## config.mk

```make
export PLATFORM = sky130hd
export DESIGN_NAME = fb_fill_rect_flat
export DESIGN_NICKNAME = d
export VERILOG_FILES = /design/src/rtl/fb_fill_rect_pkg.sv /design/src/rtl/fb_fill_rect_if.sv /design/src/rtl/fb_fill_rect.sv /design/src/flat_wrapper.sv
export SDC_FILE = /design/constraint.sdc
export NUM_CORES = 1
export LEC_CHECK = 0
export CORE_MARGIN = 2
export CORE_UTILIZATION = 39
export DETAILED_ROUTE_END_ITERATION = 8
export GPL_ROUTABILITY_DRIVEN = 0
export PLACE_DENSITY_LB_ADDON = 0.1
export SLEW_MARGIN = 10
export SYNTH_ARGS = -nofsm -noshare
export SYNTH_HDL_FRONTEND = slang
export SYNTH_SLANG_ARGS = --single-unit
```

## constraint.sdc

```tcl
create_clock -name clk -period 2.8 [get_ports clk]
set_input_delay 0.28 -clock clk [delete_from_list [all_inputs] [get_ports clk]]
set_output_delay 0.28 -clock clk [all_outputs]
set_load 0.1 [all_outputs]
```

## src/rtl/fb_fill_rect_pkg.sv

```systemverilog
// Shared draw-engine package: FSM state type, default coordinate width and
// signed min/max helpers reused by the rect, line and circle engines.
package draw_pkg;

    localparam int CORDW_DEF = 16;

    typedef enum logic [1:0] {
        IDLE = 2'd0,
        INIT = 2'd1,
        DRAW = 2'd2,
        DONE = 2'd3
    } draw_state_t;

    // Coordinates are widened to 32 bits for ordering/clamping so the helpers
    // serve any engine regardless of its CORDW.
    typedef logic signed [31:0] coord_wide_t;

    function automatic coord_wide_t smin(coord_wide_t a, coord_wide_t b);
        return (a < b) ? a : b;
    endfunction

    function automatic coord_wide_t smax(coord_wide_t a, coord_wide_t b);
        return (a < b) ? b : a;
    endfunction

endpackage

```

## src/rtl/fb_fill_rect_if.sv

```systemverilog
// Command/pixel bus between a scene sequencer (master) and the rectangle
// fill engine (slave); pixel outputs feed the framebuffer write port.
interface fb_fill_rect_if
    import draw_pkg::*;
#(
    parameter int CORDW = CORDW_DEF
);
    logic                    start;
    logic                    oe;
    logic signed [CORDW-1:0] x0;
    logic signed [CORDW-1:0] y0;
    logic signed [CORDW-1:0] x1;
    logic signed [CORDW-1:0] y1;
    logic signed [CORDW-1:0] x;
    logic signed [CORDW-1:0] y;
    logic                    drawing;
    logic                    busy;
    logic                    done;

    modport master (
        output start, oe, x0, y0, x1, y1,
        input  x, y, drawing, busy, done
    );

    modport slave (
        input  start, oe, x0, y0, x1, y1,
        output x, y, drawing, busy, done
    );
endinterface

```

## src/rtl/fb_fill_rect.sv

```systemverilog
// Filled-rectangle engine: one raster-order pixel per oe cycle, first pixel two
// cycles after start; oe low stalls in place. FB_FILL_RECT_CLIP_EN clamps to WIDTHxHEIGHT.
module fb_fill_rect
    import draw_pkg::*;
#(
    parameter int CORDW  = CORDW_DEF,
    parameter int WIDTH  = 160,
    parameter int HEIGHT = 120
) (
    input  logic          clk,
    input  logic          rst,
    fb_fill_rect_if.slave bus
);

    draw_state_t state_q, state_d;

    logic signed [CORDW-1:0] x0_q, x0_d, y0_q, y0_d;
    logic signed [CORDW-1:0] x1_q, x1_d, y1_q, y1_d;
    logic signed [CORDW-1:0] xa_q, xa_d, xb_q, xb_d, yb_q, yb_d;
    logic signed [CORDW-1:0] x_q, x_d, y_q, y_d;
    logic                    busy_q, busy_d;
    logic                    done_q, done_d;

    coord_wide_t ord_xa, ord_xb, ord_ya, ord_yb;
    logic        rect_empty;
    logic        last_px;

    // Degenerate geometry makes the clip window meaningless; nothing to build.
    if (WIDTH <= 0 || HEIGHT <= 0) begin : g_bad_geometry
    end

`ifdef FB_FILL_RECT_CLIP_EN
    localparam coord_wide_t X_MAX = coord_wide_t'(WIDTH - 1);
    localparam coord_wide_t Y_MAX = coord_wide_t'(HEIGHT - 1);
`endif

    // Corner ordering (and optional clamp) works on the captured corners.
    always_comb begin
        ord_xa     = smin(coord_wide_t'(x0_q), coord_wide_t'(x1_q));
        ord_xb     = smax(coord_wide_t'(x0_q), coord_wide_t'(x1_q));
        ord_ya     = smin(coord_wide_t'(y0_q), coord_wide_t'(y1_q));
        ord_yb     = smax(coord_wide_t'(y0_q), coord_wide_t'(y1_q));
        rect_empty = 1'b0;
`ifdef FB_FILL_RECT_CLIP_EN
        ord_xa     = smax(ord_xa, '0);
        ord_ya     = smax(ord_ya, '0);
        ord_xb     = smin(ord_xb, X_MAX);
        ord_yb     = smin(ord_yb, Y_MAX);
        rect_empty = (ord_xa > ord_xb) || (ord_ya > ord_yb);
`endif
    end

    assign last_px = (x_q == xb_q) && (y_q == yb_q);

    always_ff @(posedge clk) begin
        if (rst) begin
            state_q <= IDLE;
        end else begin
            state_q <= state_d;
        end
    end

    always_comb begin
        state_d = state_q;
        case (state_q)
            IDLE:    if (bus.start) state_d = INIT;
            INIT:    state_d = rect_empty ? DONE : DRAW;
            DRAW:    if (bus.oe && last_px) state_d = DONE;
            DONE:    state_d = IDLE;
            default: state_d = IDLE;
        endcase
    end

    always_comb begin
        x0_d   = x0_q;
        y0_d   = y0_q;
        x1_d   = x1_q;
        y1_d   = y1_q;
        xa_d   = xa_q;
        xb_d   = xb_q;
        yb_d   = yb_q;
        x_d    = x_q;
        y_d    = y_q;
        busy_d = busy_q;
        done_d = 1'b0;
        case (state_q)
            IDLE: begin
                if (bus.start) begin
                    x0_d   = bus.x0;
                    y0_d   = bus.y0;
                    x1_d   = bus.x1;
                    y1_d   = bus.y1;
                    busy_d = 1'b1;
                end
            end
            INIT: begin
                xa_d = CORDW'(ord_xa);
                xb_d = CORDW'(ord_xb);
                yb_d = CORDW'(ord_yb);
                if (rect_empty) begin
                    busy_d = 1'b0;
                    done_d = 1'b1;
                end else begin
                    x_d = CORDW'(ord_xa);
                    y_d = CORDW'(ord_ya);
                end
            end
            DRAW: begin
                if (bus.oe) begin
                    if (x_q < xb_q) begin
                        x_d = x_q + CORDW'(1);
                    end else if (y_q < yb_q) begin
                        x_d = xa_q;
                        y_d = y_q + CORDW'(1);
                    end else begin
                        busy_d = 1'b0;
                        done_d = 1'b1;
                    end
                end
            end
            default: begin
                busy_d = 1'b0;
            end
        endcase
    end

    always_ff @(posedge clk) begin
        if (rst) begin
            x0_q   <= '0;
            y0_q   <= '0;
            x1_q   <= '0;
            y1_q   <= '0;
            xa_q   <= '0;
            xb_q   <= '0;
            yb_q   <= '0;
            x_q    <= '0;
            y_q    <= '0;
            busy_q <= 1'b0;
            done_q <= 1'b0;
        end else begin
            x0_q   <= x0_d;
            y0_q   <= y0_d;
            x1_q   <= x1_d;
            y1_q   <= y1_d;
            xa_q   <= xa_d;
            xb_q   <= xb_d;
            yb_q   <= yb_d;
            x_q    <= x_d;
            y_q    <= y_d;
            busy_q <= busy_d;
            done_q <= done_d;
        end
    end

    assign bus.x       = x_q;
    assign bus.y       = y_q;
    assign bus.busy    = busy_q;
    assign bus.done    = done_q;
    assign bus.drawing = (state_q == DRAW) && bus.oe;

    a_done_not_busy : assert property (@(posedge clk) disable iff (rst)
        done_q |-> !busy_q);
    a_done_single   : assert property (@(posedge clk) disable iff (rst)
        done_q |=> !done_q);
    a_draw_in_cmd   : assert property (@(posedge clk) disable iff (rst)
        bus.drawing |-> busy_q);

endmodule

```

## src/flat_wrapper.sv

```systemverilog
// flat-port wrapper written by rule: the top's interface ports become plain ports
module fb_fill_rect_flat import draw_pkg::*;
#(
    parameter int CORDW  = CORDW_DEF,
    parameter int WIDTH  = 160,
    parameter int HEIGHT = 120
)
  (clk, rst, bus_start, bus_oe, bus_x0, bus_y0, bus_x1, bus_y1, bus_x, bus_y, bus_drawing, bus_busy, bus_done);
  fb_fill_rect_if #(.CORDW(CORDW)) bus_i ();
  input  logic clk;
  input  logic rst;
  input wire logic [$bits(bus_i.start)-1:0] bus_start;
  input wire logic [$bits(bus_i.oe)-1:0] bus_oe;
  input wire logic [$bits(bus_i.x0)-1:0] bus_x0;
  input wire logic [$bits(bus_i.y0)-1:0] bus_y0;
  input wire logic [$bits(bus_i.x1)-1:0] bus_x1;
  input wire logic [$bits(bus_i.y1)-1:0] bus_y1;
  output wire logic [$bits(bus_i.x)-1:0] bus_x;
  output wire logic [$bits(bus_i.y)-1:0] bus_y;
  output wire logic [$bits(bus_i.drawing)-1:0] bus_drawing;
  output wire logic [$bits(bus_i.busy)-1:0] bus_busy;
  output wire logic [$bits(bus_i.done)-1:0] bus_done;
  assign bus_i.start = bus_start;
  assign bus_i.oe = bus_oe;
  assign bus_i.x0 = bus_x0;
  assign bus_i.y0 = bus_y0;
  assign bus_i.x1 = bus_x1;
  assign bus_i.y1 = bus_y1;
  assign bus_x = bus_i.x;
  assign bus_y = bus_i.y;
  assign bus_drawing = bus_i.drawing;
  assign bus_busy = bus_i.busy;
  assign bus_done = bus_i.done;
  fb_fill_rect #(.CORDW(CORDW), .WIDTH(WIDTH), .HEIGHT(HEIGHT)) u_core (.clk(clk), .rst(rst), .bus(bus_i));
endmodule
```

== After elaboration in Yosys (flattened, before gate mapping) ==
Index checks and enable logic that the tools add are counted.
Operators by class
  add/subtract/negate cells: 2
  order comparisons: 4
  eq/ne operators: 12
  multiplexer cells: 21
  bitwise operators: 3
  reduce and logical (&&, ||, !) cells: 11
Operators by type and width (number)
  $mux 16: 10
  $lt 16x16->1: 4
  $pmux 16 s2: 2
  $add 16x2->16 const B: 2
  $eq 16x16->1: 2
  $ne 2x2->1 const B: 4
  $pmux 2 s4: 1
  $mux 1: 5
  $reduce_and 5->1: 1
  $eq 2x2->1 const B: 2
  $mux 2: 2
  $ne 2x1->1 const B: 2
  $reduce_and 2->1: 2
  $reduce_and 4->1: 1
  $reduce_or 4->1: 1
  $logic_and 1x1->1: 3
  $ne 3x1->1 const B: 1
  $not 1->1: 3
  $pmux 1 s3: 1
  $reduce_and 3->1: 1
  $eq 2x1->1 const B: 1
  $logic_not 2->1: 1
  $reduce_bool 2->1: 1
Storage, ports and cells
  bits in registers: 148
  input bits: 68
  logic and storage cells: 65

== Longest topological paths before layout ==
Gate-level depths: netlist of the first run.
  word-level depth: 5
  mapped depth: 13

== Least setup slack after synthesis of the first run ==
OpenSTA, ideal clock, no wires.
  kind: register to register
  start: register u_core.x_q[15], in the netlist u_core.bus.x[15]
  end: register u_core.x_q[8], in the netlist u_core.bus.x[8]
  arrival: 3.379 ns
  data required time: 2.681 ns
  path slack: -0.698 ns
  cell stages (with the launch flop): 13
  buffers on the path: 3
  cells stage by stage: dfxtp_1 ha_1 buf_6 a31oi_1 o21ai_1 a211o_1 or4b_1 buf_2 o211a_1 a21oi_2 buf_2 nand4_1 o221a_2
On the way
  longest elaborated chain between the ends: 4
  elaborated cells on any way between the ends: 6
  those cells by class: order compare: 1; eq/ne: 1; mux: 3; reduce/logical: 1
Ends and longest elaborated chain
  start: declaration: line fb_fill_rect.sv:20  | logic signed [CORDW-1:0] x_q, x_d, y_q, y_d;
  start signal: assignment: line fb_fill_rect.sv:136  | x_q <= '0;
  start signal: assignment: line fb_fill_rect.sv:148  | x_q <= x_d;
  $lt 16x16->1 (*): line fb_fill_rect.sv:110  | if (x_q < xb_q) begin
  $mux 16: line fb_fill_rect.sv:110
  $mux 16: line fb_fill_rect.sv:109  | if (bus.oe) begin
  $pmux 16 s2: line fb_fill_rect.sv:86  | case (state_q)
Mark *: on every way between the ends. The rest lies on a longest branch, timed or not. The select of a mux whose other input is x is not followed.
A chain may end at the register's enable or synchronous reset.

== Final worst setup path of the first run ==
  start: register u_core.xb_q[15]
  end: register u_core.x_q[15], in the netlist u_core.bus.x[15]
On the way
  longest elaborated chain between the ends: 4
  elaborated cells on any way between the ends: 6
  those cells by class: order compare: 1; eq/ne: 1; mux: 3; reduce/logical: 1
Ends and longest elaborated chain
  start: declaration: line fb_fill_rect.sv:19  | logic signed [CORDW-1:0] xa_q, xa_d, xb_q, xb_d, yb_q, yb_d;
  start signal: assignment: line fb_fill_rect.sv:134  | xb_q <= '0;
  start signal: assignment: line fb_fill_rect.sv:146  | xb_q <= xb_d;
  $lt 16x16->1 (*): line fb_fill_rect.sv:110
  $mux 16: line fb_fill_rect.sv:110
  $mux 16: line fb_fill_rect.sv:109
  $pmux 16 s2: line fb_fill_rect.sv:86
Marks and branches as above.

==> results_dict.tcl, run 1 <==
set metrics [dict create \
    antennaDiodeCount 0 \
    avgViaCountPerCell 5.19 \
    postRouteAntennaNets 0 \
    insertion_delay_ns 0.44 \
    die_x_um 152 \
    drive_gt1_frac 0.276 \
    use_met2 0.295 \
    cp_max_fo 6 \
    detail_route.wl_per_cell_um 16.8 \
    synthFlopType "dfxtp_1" \
    path_clk_slew_ns 0.07 \
    place_hpwl_um 19100 \
    finalHoldViolations 0 \
    rsz0062_at_grt "true" \
    syn_area_per_cell_um2 8.01 \
    slew_violations 0 \
    critPathKind "register to register" \
    power_leakage_nw 4.84 \
    slew_headroom 0.431 \
    root_buffer "clkbuf_16" \
    synth.area.top_cells "dfxtp_1 (35%), ha_1 (9.8%), nand2_1 (9.0%)" \
    met3_usage 0.0398 \
    grt.met1_usage 0.362 \
    firstDrtPassIters 5 \
    ys_types 67 \
    wirelength_um 26500 \
    clock.fmax_ghz 0.359 \
    power.total_mw 16.1 \
    critPathArrivalTime_ns 3.12 \
    hp-class "primary input to register" \
    synth_top_cell_area_share 0.346 \
    synth_edf_count 0 \
    tightest_slew_ns 0.854 \
    final_common_cell "nand2_1" \
    ys_warn_count 0 \
    cp-end-kind "register" \
    num_rows 54 \
    die_area_mm2 0.0232 \
    cts_sinks 148 \
    port_buffers 102 \
    yosys_register_bits 148 \
    grt-ovfl-total 0 \
    mostFrequentLayoutCells "nand2_1 (202), buf_4 (170), dfxtp_1 (106)" \
    grt_pass1_vias 7604 \
    clk_path_buf_depth 2 \
    fin_tns_setup_ns 0 \
    setup_violations 0 \
    place_ws_ns -0.161 \
    numCtsBuffers 17 \
    top_usage_layer "met1" \
    layout_min_cycle_time_ns 2.79 \
    cts_max_level 4 \
    synthCells 1069 \
    die_h_um 152 \
    drv_cap 0 \
    drtIter0Drc 490 \
    yosysSeqAreaShare 0.346 \
    ctsHoldBuffers 0 \
    vias 8163 \
    grt_max_degree 78 \
    synth_top_area_cell "dfxtp_1" \
    status "finished, final reports clean" \
    synthArstFlopShare 0 \
    p_per_area_mw_per_mm2 1340 \
    worst_slack_ns 0.0108 \
    synth_fp_nets 1204 \
    cts_tree "built" \
    syn_to_final_growth_pct 39.6 \
    drc 0 \
    irDropWorstVdd_uv 799 \
    start_util 0.395 \
    synth.cell_area_mm2 0.00856 \
    finalCritPeriodShare 0.996 \
    finClkSkew_ns 0.0143 \
    antenna_found_initial 0 \
    core_mm2 0.0217 \
    required_ns 3.13 \
    grt_use_total 0.221 \
    nets 1417 \
    grt_pass1_wl_um 41200 \
    io-pin-count 103 \
    start_kind "register" \
]
-- layout make-up --
cell class | count | area [um2]
tap | 280 | 350
clock inverter | 9 | 129
inverter | 78 | 293
timing repair buffer | 256 | 2250
multi-input combinational | 781 | 5390
sequential | 148 | 3080
fill | 2071 | 9730
clock buffer | 21 | 472
-- worst max-delay path, cell delays in order (launching register included) --
cell and delay, ns:
dfxtp_1 0.32, inv_1 0.07, ha_4 0.26, a31oi_1 0.13, o21ai_1 0.10, a211o_1 0.26, or4b_4 0.59, o211a_1 0.18
a21oi_2 0.22, buf_6 0.17, buf_4 0.11, nor3b_1 0.04, a31o_2 0.24
-- final timing paths --
kind / startpoint / end / slack (ns) / depth (start not counted)
setup / recovery: u_core.xb_q[15] / u_core.bus.x[15] / 0.01 / 12
hold / removal: rst / u_core.bus.y[7] / 0.1 / 2
setup reg to reg: u_core.xb_q[15] / u_core.bus.x[15] / 0.01 / 12
hold reg to reg: u_core.y1_q[15] / u_core.y1_q[15] / 0.47 / 2
-- layer usage --
layer,vias to the layer above,routed length (um)
met1,3772,14400
met2,196,10600
met5,-,0
met3,21,1220
met4,0,246
li1,4174,-
-- stage by stage --
stage          hold slack (ns)  cell area, um2  std cells  utilization
2_1_floorplan            0.416            8690       1069            -
3_3_place_gp             0.461           10700       1516        0.495
3_5_place_dp             0.465           10700       1516        0.495
4_1_cts                 0.0925           11400       1549        0.525
5_1_grt                  0.108           12000       1573        0.551
6_report                0.0990           12000       1573        0.551
-- Yosys cell counts (3+ instances only) --
master / number
and3_1: 4
o221a_2: 5
nand2_1: 205
a32o_1: 6
buf_1: 5
o22ai_1: 3
a32oi_1: 3
clkbuf_1: 46
o21a_1: 6
inv_1: 77
dfxtp_1: 148
nand4_1: 21
buf_6: 3
a211oi_2: 4
nand2b_1: 5
nand3_1: 25
a21o_1: 5
mux2_2: 29
nor2b_1: 4
nor3_1: 7
a21oi_1: 94
a211oi_1: 31
xnor2_1: 9
o32ai_1: 3
a31oi_1: 5
o21ai_0: 30
mux2i_1: 47
buf_2: 6
nor4_1: 5
a311oi_1: 20
and2_1: 4
nor2_1: 88
ha_1: 67
xor2_1: 7
-- cell families after synthesis --
family / synth area share
mux: 0.0931
compound gates: 0.192
flops: 0.346
buf+inv: 0.0672
fa+ha+maj: 0.0979
simple gates: 0.187
xor+xnor: 0.0164
-- sequential cells by signal, indices dropped and copies added (netlist names) --
signal           flops
u_core.x1_q         16
u_core.y0_q         16
u_core.xa_q         16
u_core.state_q       2
u_core.bus.busy      1
u_core.yb_q         16
u_core.y1_q         16
u_core.x0_q         16
u_core.bus.done      1
u_core.bus.x        16
u_core.bus.y        16
u_core.xb_q         16
-- repair_timing --
item                       CTS  global route
gates resized for setup      6            85
setup endpoints to repair   32            42
pin swaps                    1            19
setup buffers                3            21
cloned                       0             3
-- where the power goes --
group	internal, mW	total, mW	switching [mW]
logic	4.70	10.5	5.78
clock network	1.47	2.39	0.925
registers	2.75	3.20	0.453
Power figures use the tool's default switching activity.
==> inputs of run 2 (changes only) <==
- CORE_UTILIZATION: 39 -> 40
==> run 2 against run 1 <==
  * Final cell count unchanged
  * Via count increased by 1.4%
  * Global-route usage increased by 1.2 points
  * Clock power decreased by 6%
  * Total power decreased by 0.26%
  * Sequential cell count unchanged
  * Critical path depth unchanged
  * Sequential power about the same
  * Highest routed layer unchanged
==> results_dict.tcl, run 2 (synthesis results as in run 1) <==
set metrics [dict create \
    status "finished, final reports clean" \
    die_area_mm2 0.0226 \
    layout_min_cycle_time_ns 2.77 \
    numCtsBuffers 17 \
    clk_path_buf_depth 2 \
    io-pin-count 103 \
    die_h_um 150 \
    path_clk_slew_ns 0.07 \
    grt_max_degree 74 \
    required_ns 3.07 \
    power.total_mw 16.0 \
    cts_sinks 148 \
    critPathKind "register to register" \
    postRouteAntennaNets 0 \
    finalHoldViolations 0 \
    core_mm2 0.0210 \
    drtIter0Drc 537 \
    slew_headroom 0.495 \
    avgViaCountPerCell 5.26 \
    finClkSkew_ns 0.0134 \
    firstDrtPassIters 5 \
    grt_pass1_vias 7555 \
    start_util 0.407 \
    insertion_delay_ns 0.43 \
    fin_cells 1573 \
    met3_usage 0.0367 \
    power_leakage_nw 4.87 \
    drv_cap 0 \
    grt_use_total 0.233 \
    r2r_setup_slack_ns 0.03 \
    place_inst 1529 \
    tightest_slew_ns 0.756 \
    use_met2 0.312 \
    rsz0062_at_grt "true" \
    p_per_area_mw_per_mm2 1330 \
    cts_tree "built" \
    num_rows 53 \
    final_common_cell "nand2_1" \
    critPathArrivalTime_ns 3.04 \
    clock.fmax_ghz 0.361 \
    antennaDiodeCount 0 \
    drc 0 \
    start_kind "register" \
    die_x_um 150 \
    setup_violations 0 \
    fillers 1988 \
    wirelength_um 26300 \
    root_buffer "clkbuf_16" \
    cp_max_fo 6 \
    top_usage_layer "met1" \
    detail_route.wl_per_cell_um 16.7 \
    grt.met1_usage 0.381 \
    syn_to_final_growth_pct 40.9 \
    nets 1420 \
    cts_max_level 4 \
    cp-end-kind "register" \
    vias 8275 \
    grt-ovfl-total 0 \
    port_buffers 102 \
    hp-class "primary input to register" \
    mostFrequentLayoutCells "nand2_1 (202), buf_4 (173), dfxtp_1 (99)" \
    antenna_found_initial 0 \
    finalCritPeriodShare 0.989 \
    irDropWorstVdd_uv 611 \
    drive_gt1_frac 0.288 \
    grt_pass1_wl_um 41100 \
    slew_violations 0 \
    place_hpwl_um 19100 \
]
[run 2: cell types whose count changed in the layout (fill, tap and decap cells not counted), moves of 3 or more]
cell and delta:
a21oi_1 +3, a21oi_2 -4, buf_4 +3, clkinv_4 +4, dfxtp_1 -7, dfxtp_2 +7, ha_1 -6, ha_4 +6
inv_6 +3
[run 2: through the flow]
| stage | setup TNS, ns | hold WS (ns) | area (um2) | setup WS (ns) | util |
|---|---|---|---|---|---|
| 2_1_floorplan | -0.626 | 0.416 | 8690 | -0.0994 | - |
| 3_3_place_gp | -1.03 | 0.453 | 10900 | -0.0886 | 0.517 |
| 3_5_place_dp | -2.23 | 0.463 | 10900 | -0.152 | 0.517 |
| 4_1_cts | -0.0119 | 0.261 | 11600 | -0.00716 | 0.553 |
| 5_1_grt | -0.799 | 0.280 | 12100 | -0.0686 | 0.574 |
| 6_report | 0 | 0.279 | 12100 | 0.0302 | 0.574 |
[run 2: what timing repair did]
action | in CTS | in global routing
hold buffers | 0 | 0
buffers inserted | 6 | 5
gates resized for setup | 24 | 76
hold endpoints to repair | 0 | 0
pin swaps | 11 | 30
setup endpoints to repair | 32 | 40
gates cloned | 1 | 2
[run 2: path summary, 6_finish.rpt]
path | end | cells after the start | from
worst max-delay path | u_core.bus.x[12] | 12 | u_core.xb_q[15]
worst min-delay path | u_core.y0_q[10] | 2 | rst
worst max register to register | u_core.bus.x[12] | 12 | u_core.xb_q[15]
worst min register to register | u_core.bus.busy | 2 | u_core.bus.busy
[run 2: where the power goes]
part           switching [mW]  internal (mW)
registers               0.465           2.75
clock network           0.967           1.28
logic                    5.78           4.79
[run 2: cell type report]
type,count,area (um2),area share
Sequential cell,148,3080,0.256
Timing Repair Buffer,259,2300,0.190
Multi-Input combinational cell,781,5470,0.454
Tap cell,275,344,0.0285
Inverter,78,293,0.0243
Clock inverter,12,118,0.00975
Clock buffer,20,457,0.0378
[run 2: worst max-delay path, cell delays in order (launching register included)]
cell and delay [ns]:
dfxtp_2 0.33, inv_2 0.04, ha_4 0.25, buf_6 0.12
a31oi_4 0.13, o21ai_2 0.07, a211o_1 0.25, or4b_4 0.54
o21ai_4 0.15, buf_6 0.17, mux2_4 0.29, mux2i_1 0.16
a211oi_1 0.10
[run 2: routing by layer]
layer / share of wire / vias to the layer above
met5: 0 / -
met4: 0.0089 / 0
met3: 0.056 / 17
met2: 0.40 / 247
met1: 0.54 / 3804
li1: - / 4207
